### config.mk
export PLATFORM = sky130hd
export DESIGN_NAME = sprite_draw_datapath
export DESIGN_NICKNAME = d
export VERILOG_FILES = /design/src/rtl/sprite_draw_datapath.sv
export SDC_FILE = /design/constraint.sdc
export NUM_CORES = 1
export LEC_CHECK = 0
export CAP_MARGIN = 10
export CORE_UTILIZATION = 43
export DETAILED_ROUTE_END_ITERATION = 7
export PLACE_DENSITY = 0.63
export SETUP_SLACK_MARGIN = 0.4
export SYNTH_ARGS = -nofsm -noshare
export SYNTH_HDL_FRONTEND = slang
export SYNTH_SLANG_ARGS = --single-unit
### constraint.sdc
create_clock -name clk -period 6.7 [get_ports clk]
set_input_delay 1.34 -clock clk [delete_from_list [all_inputs] [get_ports clk]]
set_output_delay 1.34 -clock clk [all_outputs]
set_load 0.02 [all_outputs]
### src/rtl/sprite_draw_datapath.sv
// ============================================================================
// sprite_draw_datapath: 4x4 sprite clear/draw, movement and shot logic.
// Optional hit counter: define SPRITE_HIT_COUNT_EN.   Revision: 1.0
// ============================================================================
`default_nettype none

module sprite_draw_datapath (
  input  logic       clk,
  input  logic       reset,
  input  logic [3:0] STATE,
  input  logic       PorB,
  input  logic       fly,
  input  logic       fall,
  input  logic       shoot,
  output logic       doneDrawing,
  output logic       isShot,
  output logic       escape,
  output logic       leave,
  output logic       outOfAmmo,
  output logic [7:0] x_out,
  output logic [6:0] y_out,
  output logic [2:0] colour,
  output logic       plot,
  output logic [7:0] hits
);

  localparam logic [3:0] c_ST_HOLD    = 4'b0000;
  localparam logic [3:0] c_ST_CLEAR   = 4'b0001;
  localparam logic [3:0] c_ST_RIGHT   = 4'b0010;
  localparam logic [3:0] c_ST_LEFT    = 4'b0011;
  localparam logic [3:0] c_ST_DRAW    = 4'b0101;
  localparam logic [3:0] c_ST_DOWN    = 4'b0110;
  localparam logic [3:0] c_ST_UP      = 4'b0111;
  localparam logic [3:0] c_ST_IS_SHOT = 4'b1010;
  localparam logic [7:0] c_X_MAX      = 8'd156;
  localparam logic [6:0] c_Y_MAX      = 7'd116;

  logic [7:0] r_px, r_bx;
  logic [6:0] r_py, r_by;
  logic [1:0] r_ammo;
  logic [3:0] r_prev_state, r_pass_state;
  logic       r_active;
  logic [4:0] r_cnt;

  logic       w_is_pass, w_start, w_respawn, w_fire, w_hit, w_inside;
  logic [7:0] w_cx, w_x_sel, w_x_inc, w_x_dec, w_base_x, w_pix_x;
  logic [6:0] w_cy, w_y_sel, w_y_inc, w_y_dec, w_base_y, w_pix_y;
  logic [3:0] w_pix;
  logic [2:0] w_colour;
  logic [1:0] w_ammo_nxt;

  assign w_is_pass = (STATE == c_ST_CLEAR) || (STATE == c_ST_DRAW);
  assign w_start   = w_is_pass && (STATE != r_prev_state);
  assign w_respawn = (STATE == c_ST_IS_SHOT) && leave;

  // Hit test: player crosshair centre against the bird's 4x4 box.
  assign w_cx      = r_px + 8'd2;
  assign w_cy      = r_py + 7'd2;
  assign w_inside  = (w_cx >= r_bx) && (w_cx <= r_bx + 8'd3) &&
                     (w_cy >= r_by) && (w_cy <= r_by + 7'd3);
  assign w_fire    = shoot && (r_ammo != 2'd0);
  assign w_hit     = w_fire && w_inside;
  assign w_ammo_nxt = w_respawn ? 2'd3 : (w_fire ? r_ammo - 2'd1 : r_ammo);

  assign w_x_sel = PorB ? r_bx : r_px;
  assign w_y_sel = PorB ? r_by : r_py;
  assign w_x_inc = (w_x_sel < c_X_MAX) ? w_x_sel + 8'd1 : w_x_sel;
  assign w_x_dec = (w_x_sel != 8'd0)   ? w_x_sel - 8'd1 : w_x_sel;
  assign w_y_inc = (w_y_sel < c_Y_MAX) ? w_y_sel + 7'd1 : w_y_sel;
  assign w_y_dec = (w_y_sel != 7'd0)   ? w_y_sel - 7'd1 : w_y_sel;

  assign w_pix    = w_start ? 4'd0 : r_cnt[3:0];
  assign w_base_x = PorB ? r_bx : r_px;
  assign w_base_y = PorB ? r_by : r_py;
  assign w_pix_x  = w_base_x + {6'd0, w_pix[1:0]};
  assign w_pix_y  = w_base_y + {5'd0, w_pix[3:2]};
  assign w_colour = (STATE == c_ST_CLEAR) ? 3'b011 :
                    (!PorB)               ? 3'b111 :
                    (fall)                ? 3'b110 : 3'b100;

  always_ff @(posedge clk or posedge reset) begin
    if (reset) begin
      r_px <= 8'd78;
      r_py <= 7'd58;
      r_bx <= 8'd78;
      r_by <= 7'd100;
    end else if (w_respawn) begin
      r_bx <= 8'd78;
      r_by <= 7'd100;
    end else begin
      case (STATE)
        c_ST_RIGHT: if (PorB) r_bx <= w_x_inc; else r_px <= w_x_inc;
        c_ST_LEFT:  if (PorB) r_bx <= w_x_dec; else r_px <= w_x_dec;
        c_ST_DOWN:  if (PorB) r_by <= w_y_inc; else r_py <= w_y_inc;
        c_ST_UP:    if (PorB) r_by <= w_y_dec; else r_py <= w_y_dec;
        default: ;
      endcase
    end
  end

  always_ff @(posedge clk or posedge reset) begin
    if (reset) begin
      r_ammo    <= 2'd3;
      isShot    <= 1'b0;
      escape    <= 1'b0;
      leave     <= 1'b0;
      outOfAmmo <= 1'b0;
    end else if (w_respawn) begin
      r_ammo    <= 2'd3;
      isShot    <= 1'b0;
      escape    <= 1'b0;
      leave     <= 1'b0;
      outOfAmmo <= 1'b0;
    end else begin
      r_ammo    <= w_ammo_nxt;
      outOfAmmo <= (w_ammo_nxt == 2'd0);
      if (w_hit) isShot <= 1'b1;
      // A hit on the final round suppresses the escape.
      if (w_fire && (r_ammo == 2'd1) && !isShot && !w_hit) escape <= 1'b1;
      if ((fall && (r_by == c_Y_MAX)) || (fly && (r_by == 7'd0))) leave <= 1'b1;
    end
  end

  always_ff @(posedge clk or posedge reset) begin
    if (reset) begin
      r_prev_state <= c_ST_HOLD;
      r_pass_state <= c_ST_HOLD;
      r_active     <= 1'b0;
      r_cnt        <= 5'd0;
      doneDrawing  <= 1'b0;
      plot         <= 1'b0;
      x_out        <= 8'd0;
      y_out        <= 7'd0;
      colour       <= 3'd0;
    end else begin
      r_prev_state <= STATE;
      if (w_start) begin
        r_active     <= 1'b1;
        r_pass_state <= STATE;
        r_cnt        <= 5'd1;
        doneDrawing  <= 1'b0;
        plot         <= 1'b1;
        x_out        <= w_pix_x;
        y_out        <= w_pix_y;
        colour       <= w_colour;
      end else if (r_active) begin
        if (STATE == r_pass_state) begin
          if (r_cnt == 5'd16) begin
            r_active    <= 1'b0;
            plot        <= 1'b0;
            doneDrawing <= 1'b1;
          end else begin
            r_cnt  <= r_cnt + 5'd1;
            plot   <= 1'b1;
            x_out  <= w_pix_x;
            y_out  <= w_pix_y;
            colour <= w_colour;
          end
        end else begin
          r_active <= 1'b0;
          plot     <= 1'b0;
        end
      end else begin
        plot <= 1'b0;
        if (STATE != r_pass_state) doneDrawing <= 1'b0;
      end
    end
  end

`ifdef SPRITE_HIT_COUNT_EN
  logic [7:0] r_hits;
  always_ff @(posedge clk or posedge reset) begin
    if (reset) r_hits <= 8'd0;
    else if (!w_respawn && w_hit && !isShot) r_hits <= r_hits + 8'd1;
  end
  assign hits = r_hits;
`else
  assign hits = 8'd0;
`endif

endmodule

`default_nettype wire

## Word level (Yosys, flattened, before mapping)

Index checks and enable logic that the tools add are counted.

- Output and inout bits: 32
- Bits of input ports: 10
- Word-level logic and storage cells: 156
- Bits in registers: 69

- $lt $le $gt $ge: 6
- Reduce and logical (&&, ||, !) cells: 37
- Bitwise operators: 1
- Add/sub/neg operators: 12
- Mux-type cells: 59
- Equality and inequality tests: 24

Operators by type and width:

| operator | count |
|---|---|
| two-way mux 8 bit | 12 |
| two-way mux 7 bit | 12 |
| one-hot mux 8 bit (2 select lines) | 2 |
| one-hot mux 7 bit (2 select lines) | 2 |
| two-way mux 5 bit | 4 |
| adder 8 x 2 -> 8 bit (second input constant) | 2 |
| two-way mux 1 bit | 16 |
| nonzero test 2 bit | 8 |
| two-way mux 3 bit | 5 |
| adder 7 x 2 -> 7 bit (second input constant) | 2 |
| == test 4 x 3 -> 1 bit (second input constant) | 3 |
| logical AND 1 bit | 12 |
| inequality test 3 bit (second input constant) | 4 |
| AND reduction 3 bit | 4 |
| two-way mux 2 bit | 5 |
| inequality test 2 bit (second input constant) | 5 |
| nonzero test 3 bit | 3 |
| adder 8 x 1 -> 8 bit (second input constant) | 1 |
| adder 8 x 2 -> 8 bit | 1 |
| == test 4 x 2 -> 1 bit (second input constant) | 2 |
| >= comparator 8 bit | 1 |
| <= comparator 8 bit | 1 |
| less-than comparator 8 bit (second input constant) | 1 |
| inequality test 4 bit | 2 |
| other kinds (25) | 29 |

## Depth between registers and ports, before layout

- Depth after elaboration: 10
- Depth in mapped cells: 13
- Gate-level depth less buffers: 12

## Worst setup path after synthesis

No wires, ideal clock.

- Path kind: input -> register
- From: input port STATE[2]
- To: register y_out[6]
- Data arrival time: 3.333 ns
- Path buffers: 2
- Setup time: 0.123 ns
- Slack: 3.245 ns
- Required time: 6.577 ns
- Stages: 12
- Path through: buf_6 -> xor2_1 -> nor3_1 -> a21oi_1 -> clkbuf_1 -> nor2b_1 -> ha_1 -> inv_1 -> fa_1 -> nor3_1 -> xor2_1 -> a21oi_1

- Longest elaborated chain between the ends: 9
- Elaborated cells between the ends (all ways): 16
- Those cells by class: add/sub: 1; eq/ne: 5; mux: 5; reduce/logical: 5

Ends and longest elaborated chain:

| item | RTL line | RTL |
|---|---|---|
| start, declared | 10 | `input logic [3:0] STATE,` |
| == test 4 x 1 -> 1 bit / == test 4 x 3 -> 1 bit (equally long branches) | 52 | `assign w_is_pass = (STATE == c_ST_CLEAR) \|\| (STATE == c_ST_DRAW);` |
| logical OR 1 bit | 52 |  |
| logical AND 1 bit | 53 | `assign w_start = w_is_pass && (STATE != r_prev_state);` |
| two-way mux 4 bit | 72 | `assign w_pix = w_start ? 4'd0 : r_cnt[3:0];` |
| adder 7 x 2 -> 7 bit | 76 | `assign w_pix_y = w_base_y + {5'd0, w_pix[3:2]};` |
| two-way mux 7 bit | 148 | `if (r_cnt == 5'd16) begin` |
| two-way mux 7 bit | 147 | `if (STATE == r_pass_state) begin` |
| two-way mux 7 bit | 146 | `end else if (r_active) begin` |
| two-way mux 7 bit | 137 | `if (w_start) begin` |
| end signal, assigned | 144 | `y_out <= w_pix_y;` |
| end signal, assigned | 156 | `y_out <= w_pix_y;` |
| end, declared | 21 | `output logic [6:0] y_out,` |

Several ways; a longest one is shown, not always the timed one. The select of a mux whose other input is x is not followed.
A chain may end at the register's enable or synchronous reset.

## Worst setup path after layout

- From: input port STATE[2]
- To: register x_out[6]

- Longest elaborated chain between the ends: 9
- Elaborated cells between the ends (all ways): 16
- Those cells by class: add/sub: 1; eq/ne: 5; mux: 5; reduce/logical: 5

Ends and longest elaborated chain:

| item | RTL line | RTL |
|---|---|---|
| == test 4 x 1 -> 1 bit / == test 4 x 3 -> 1 bit (equally long branches) | 52 |  |
| logical OR 1 bit | 52 |  |
| logical AND 1 bit | 53 |  |
| two-way mux 4 bit | 72 |  |
| adder 8 x 2 -> 8 bit | 75 | `assign w_pix_x = w_base_x + {6'd0, w_pix[1:0]};` |
| two-way mux 8 bit | 148 |  |
| two-way mux 8 bit | 147 |  |
| two-way mux 8 bit | 146 |  |
| two-way mux 8 bit | 137 |  |
| end signal, assigned | 143 | `x_out <= w_pix_x;` |
| end signal, assigned | 155 | `x_out <= w_pix_x;` |
| end, declared | 20 | `output logic [7:0] x_out,` |

Several ways; a longest one is shown, not always the timed one. The select of a mux whose other input is x is not followed.

==> impl_table.tex <==
\begin{tabular}{lr}
\hline
Metric & Value \\
\hline
\multicolumn{2}{l}{\textbf{Status}} \\
Result of the run & completed \\
\multicolumn{2}{l}{\textbf{Timing}} \\
Shortest period the worst path allows & 3.72 ns \\
Final setup violation count & 0 \\
Remaining max-slew budget at the tightest pin & 29.5\% \\
Transition at the pin with the smallest max-transition slack & 1.05 ns \\
Period Utilization, post-route & 55.5\% \\
Worst hold slack & 0.467 ns \\
Aggregate negative setup slack & 0 ns \\
Number of failing hold endpoints at the final stage & 0 \\
Worst setup skew after layout & 0.00457 ns \\
Final number of max-transition violations & 0 \\
Setup ws final & 2.98 ns \\
Unrepaired setup endpoints after global routing & no \\
Highest Clock Rate & 269 MHz \\
\multicolumn{2}{l}{\textbf{Floorplan}} \\
Chip Height & 113 um \\
Cell row count & 40 \\
Die Outline Area & 0.0128 mm\^{}2 \\
Std-Cell Core Area & 0.0121 mm\^{}2 \\
Initial standard-cell utilization of the core & 44.2\% \\
Die Width & 113 um \\
I/O pin total & 42 \\
\multicolumn{2}{l}{\textbf{Yosys}} \\
Mean instance size in the synthesized netlist & 8.89 um\^{}2 \\
Flip-flop cell with the highest count after synthesis & sky130\_fd\_sc\_hd\_\_dfrtp\_1 \\
Synth top cells by count & 54 x sky130\_fd\_sc\_hd\_\_nor2\_1, 53 x sky130\_fd\_sc\_hd\_\_nand2\_1, 52 x sky130\_fd\_sc\_hd\_\_dfrtp\_1 \\
Adder-cell share of the synthesized area & 12.0\% \\
Warnings, synthesis & 0 \\
Combinational family with the most area after synthesis & simple AND/OR/NAND/NOR gates \\
Mapped Area & 0.00533 mm\^{}2 \\
XOR/XNOR Fraction of Synth Area & 9.04\% \\
Simple logic cell fraction of the synthesized area & 19.0\% \\
Largest cells by area after synthesis & sky130\_fd\_sc\_hd\_\_dfrtp\_1 24\%, sky130\_fd\_sc\_hd\_\_ha\_1 11\%, sky130\_fd\_sc\_hd\_\_dfstp\_2 8.4\% \\
Most used standard cell by instance count after synthesis & sky130\_fd\_sc\_hd\_\_nor2\_1 \\
Multiplexer fraction of the synthesized cell area & 4.35\% \\
Number of library cell types mapped by synthesis & 77 \\
Post-synthesis compound-gate area fraction & 16.2\% \\
Share of synthesized registers carrying an async set or reset & 100\% \\
Post-synth EDFFs & 0 \\
Sequential area share after synthesis & 32.8\% \\
Post-synthesis instance total & 599 \\
Share of the synthesized area in the top cell type & 24.4\% \\
Flop and latch count out of synthesis & 69 \\
Cell type contributing the most total cell area after synthesis & sky130\_fd\_sc\_hd\_\_dfrtp\_1 \\
\multicolumn{2}{l}{\textbf{Power and ir drop}} \\
Static leakage & 2.56 nW \\
VDD IR-drop max & 0.172 mV \\
Pwr per Cell Area & 429 mW/mm\^{}2 \\
\multicolumn{2}{l}{\textbf{Worst setup path}} \\
R2R cell count & 12 \\
Family of cells with the greatest summed delay on the critical path & buffers and inverters \\
Worst setup path endpoint & x\_out[6]\$\_DFFE\_PP0P\_ \\
Sort of element at the end of the critical path & register \\
Endpoint required time on the critical path & 6.91 ns \\
Sequence of cells on the critical path & clkdlybuf4s50\_1, xor2\_1, nor3\_1, a21oi\_1, buf\_4, nor2\_1, ha\_1, inv\_1, fa\_1, nor2\_1, xor2\_1, a21oi\_1 \\
Beginning of the worst register-to-register path & r\_bx[2]\$\_DFFE\_PP1P\_ \\
Bufs and invs on worst path & 3 \\
Start point of the critical path & STATE[2] \\
Critical path fanouts, max & 13 \\
Maximum cell stage delay along the critical path & 0.64 ns \\
Setup crit start kind & primary input \\
Register-to-register setup slack & 3.59 ns \\
Slowest-stage cell, CP & sky130\_fd\_sc\_hd\_\_clkdlybuf4s50\_1 \\
CP Data Arrival Time & 3.93 ns \\
Destination of the worst register-to-register timing path & escape\$\_DFFE\_PP0P\_ \\
Setup Crit Path Kind & primary input to register \\
Cell depth of the worst setup path & 12 \\
\multicolumn{2}{l}{\textbf{GRT}} \\
Number of antenna violations at the first check in global routing & 0 \\
Global-route wire length before repair & 20.9 mm \\
Vias in the first global route & 4190 \\
Overall global routing resource usage & 20.6\% \\
Maximum number of pins on one net before global-route repair & 70 \\
Overflow left after global routing & 0 \\
\multicolumn{2}{l}{\textbf{Clocking}} \\
Number of buffers inserted by hold repair at cts & 0 \\
Number of buffers added by the clock tree synthesis step & 9 \\
Quantity of gates resized following cts & 0 \\
Sinks on Clock Net & 69 \\
Clock Root Buffer & sky130\_fd\_sc\_hd\_\_clkbuf\_16 \\
Count of buffers added by post-CTS timing repair for setup & 0 \\
Clock insertion delay at the later pin of the skew report & 0.34 ns \\
TritonCTS clock tree & built \\
Number of H-tree levels & 3 \\
Max Root-Sink Buffers & 2 \\
Clock transition at the registers of the reported paths & 0.06 ns \\
\multicolumn{2}{l}{\textbf{Final layout}} \\
Layout filler cell count & 1127 \\
Nets@finish & 681 \\
Fraction of layout cells with a size suffix above 1 & 10.4\% \\
Final design area excluding fillers & 0.00599 mm\^{}2 \\
Synth-to-Final Area Change & 12.4\% \\
End-of-flow core utilization & 49.6\% \\
Antenna cells & 0 \\
\multicolumn{2}{l}{\textbf{Drt}} \\
Number of vias after detailed routing & 4355 \\
Routed wirelength normalized by instance count & 15.8 um \\
Antenna violation net count after detailed routing & 0 \\
TritonRoute pass-1 iters & 5 \\
DRC violation total after the first TritonRoute iteration & 264 \\
DRC & 0 \\
Routed wire length & 12.6 mm \\
Vias per inst & 5.48 \\
\multicolumn{2}{l}{\textbf{Placed design}} \\
Worst setup slack before clock tree synthesis & 2.58 ns \\
Final GP Congestion & 0.874 \\
Area after detailed placement & 0.00570 mm\^{}2 \\
Detailed Place HPWL & 9.52 mm \\
Number of I/O port buffers & 33 \\
\multicolumn{2}{l}{\textbf{Flow run}} \\
Number of violations of the max-capacitance limit & 0 \\
\multicolumn{2}{l}{\textbf{Hold path}} \\
Worst hold-check path type & register to register \\
\hline
\end{tabular}
-- cell families (layout without fill, tap and decap cells) --
| logic type | after synthesis | after routing |
|---|---|---|
| AND/OR/NAND/NOR | 202 | 202 |
| AO/OA/AOI/OAI | 134 | 134 |
| flip-flops | 69 | 69 |
| buffers and inverters | 69 | 89 |
| XOR/XNOR | 55 | 55 |
| adder cells (fa/ha/maj) | 50 | 50 |
| multiplexers | 19 | 19 |
| other | 1 | 8 |
-- layout make-up --
class,instances,area (um^2),area share (%)
inverters,37,139,2.32
repair buffers,36,348,5.81
flip-flops and latches,69,1750,29.2
clock buffers,9,225,3.76
clock inverters,7,57.6,0.961
multi-input cells,468,3260,54.4
well taps,168,210,3.51
-- power by group --
group          internal [mW]  total (mW)  switching (mW)
clock                  0.256       0.460           0.204
sequential             0.576       0.752           0.176
combinational          0.599        1.35           0.755
total                   1.43        2.57            1.14
-- registers in the layout, indices dropped and copies added (netlist names) --
register	cells
r_bx	8
r_px	8
x_out	8
r_by	7
r_py	7
y_out	7
r_cnt	5
r_pass_state	4
r_prev_state	4
colour	3
r_ammo	2
doneDrawing	1
escape	1
isShot	1
leave	1
outOfAmmo	1
r_active	1
-- routing by layer --
layer	track usage, %	share of wire [%]	vias up
met5	0	0	-
met4	6.14	1.3	0
met3	5.03	4.3	12
met2	34.6	49	105
met1	26.3	45	2105
li1	-	-	2133
-- metrics by stage --
stage	std cells	power, mW
after detailed placement	778	2.11
final	794	2.57
after global placement	778	2.06
after CTS	794	2.58
after floorplan	606	1.73
after global routing	794	2.79
-- worst min path at each step --
| stage | start | end | slack, ns | depth (start not counted) |
|---|---|---|---|---|
| final | y_out[0]$_DFFE_PP0P_ | y_out[0]$_DFFE_PP0P_ | 0.47 | 2 |
| after global routing | x_out[0]$_DFFE_PP0P_ | x_out[0]$_DFFE_PP0P_ | 0.51 | 2 |
| after CTS | y_out[0]$_DFFE_PP0P_ | y_out[0]$_DFFE_PP0P_ | 0.47 | 2 |
| after detailed placement | y_out[0]$_DFFE_PP0P_ | y_out[0]$_DFFE_PP0P_ | 0.46 | 2 |
| after global placement | y_out[0]$_DFFE_PP0P_ | y_out[0]$_DFFE_PP0P_ | 0.45 | 2 |
| after floorplan | r_pass_state[0]$_DFFE_PP0P_ | r_pass_state[0]$_DFFE_PP0P_ | 0.46 | 1 |
-- worst min-delay path, stage by stage (launching register included) --
cell and delay [ns]:
sky130_fd_sc_hd__dfrtp_1 0.34, sky130_fd_sc_hd__nand2_1 0.05, sky130_fd_sc_hd__nand2_1 0.05
-- placed cells by master (no fill, tap or decap), types with 5 or more instances in the layout --
master	netlist	routed
sky130_fd_sc_hd__conb_1	1	8
sky130_fd_sc_hd__dfrtp_1	52	52
sky130_fd_sc_hd__nand2_1	53	53
sky130_fd_sc_hd__nand4_1	10	10
sky130_fd_sc_hd__nor2_1	54	54
sky130_fd_sc_hd__o22ai_1	5	5
sky130_fd_sc_hd__nand2b_1	6	6
sky130_fd_sc_hd__nand3_1	15	15
sky130_fd_sc_hd__o21a_1	5	5
sky130_fd_sc_hd__a21oi_1	38	38
sky130_fd_sc_hd__nor3_1	20	20
sky130_fd_sc_hd__a22oi_1	8	8
sky130_fd_sc_hd__o21ai_0	35	35
sky130_fd_sc_hd__clkdlybuf4s50_1	0	32
sky130_fd_sc_hd__clkbuf_16	0	9
sky130_fd_sc_hd__xor2_1	23	23
sky130_fd_sc_hd__ha_1	48	48
sky130_fd_sc_hd__dfstp_2	17	17
sky130_fd_sc_hd__a32oi_1	5	5
sky130_fd_sc_hd__nor2b_1	5	5
sky130_fd_sc_hd__and3_1	5	5
sky130_fd_sc_hd__mux2i_1	9	9
sky130_fd_sc_hd__inv_1	35	34
sky130_fd_sc_hd__xnor2_1	32	32
Note: power is estimated with default switching activity, not from simulation.
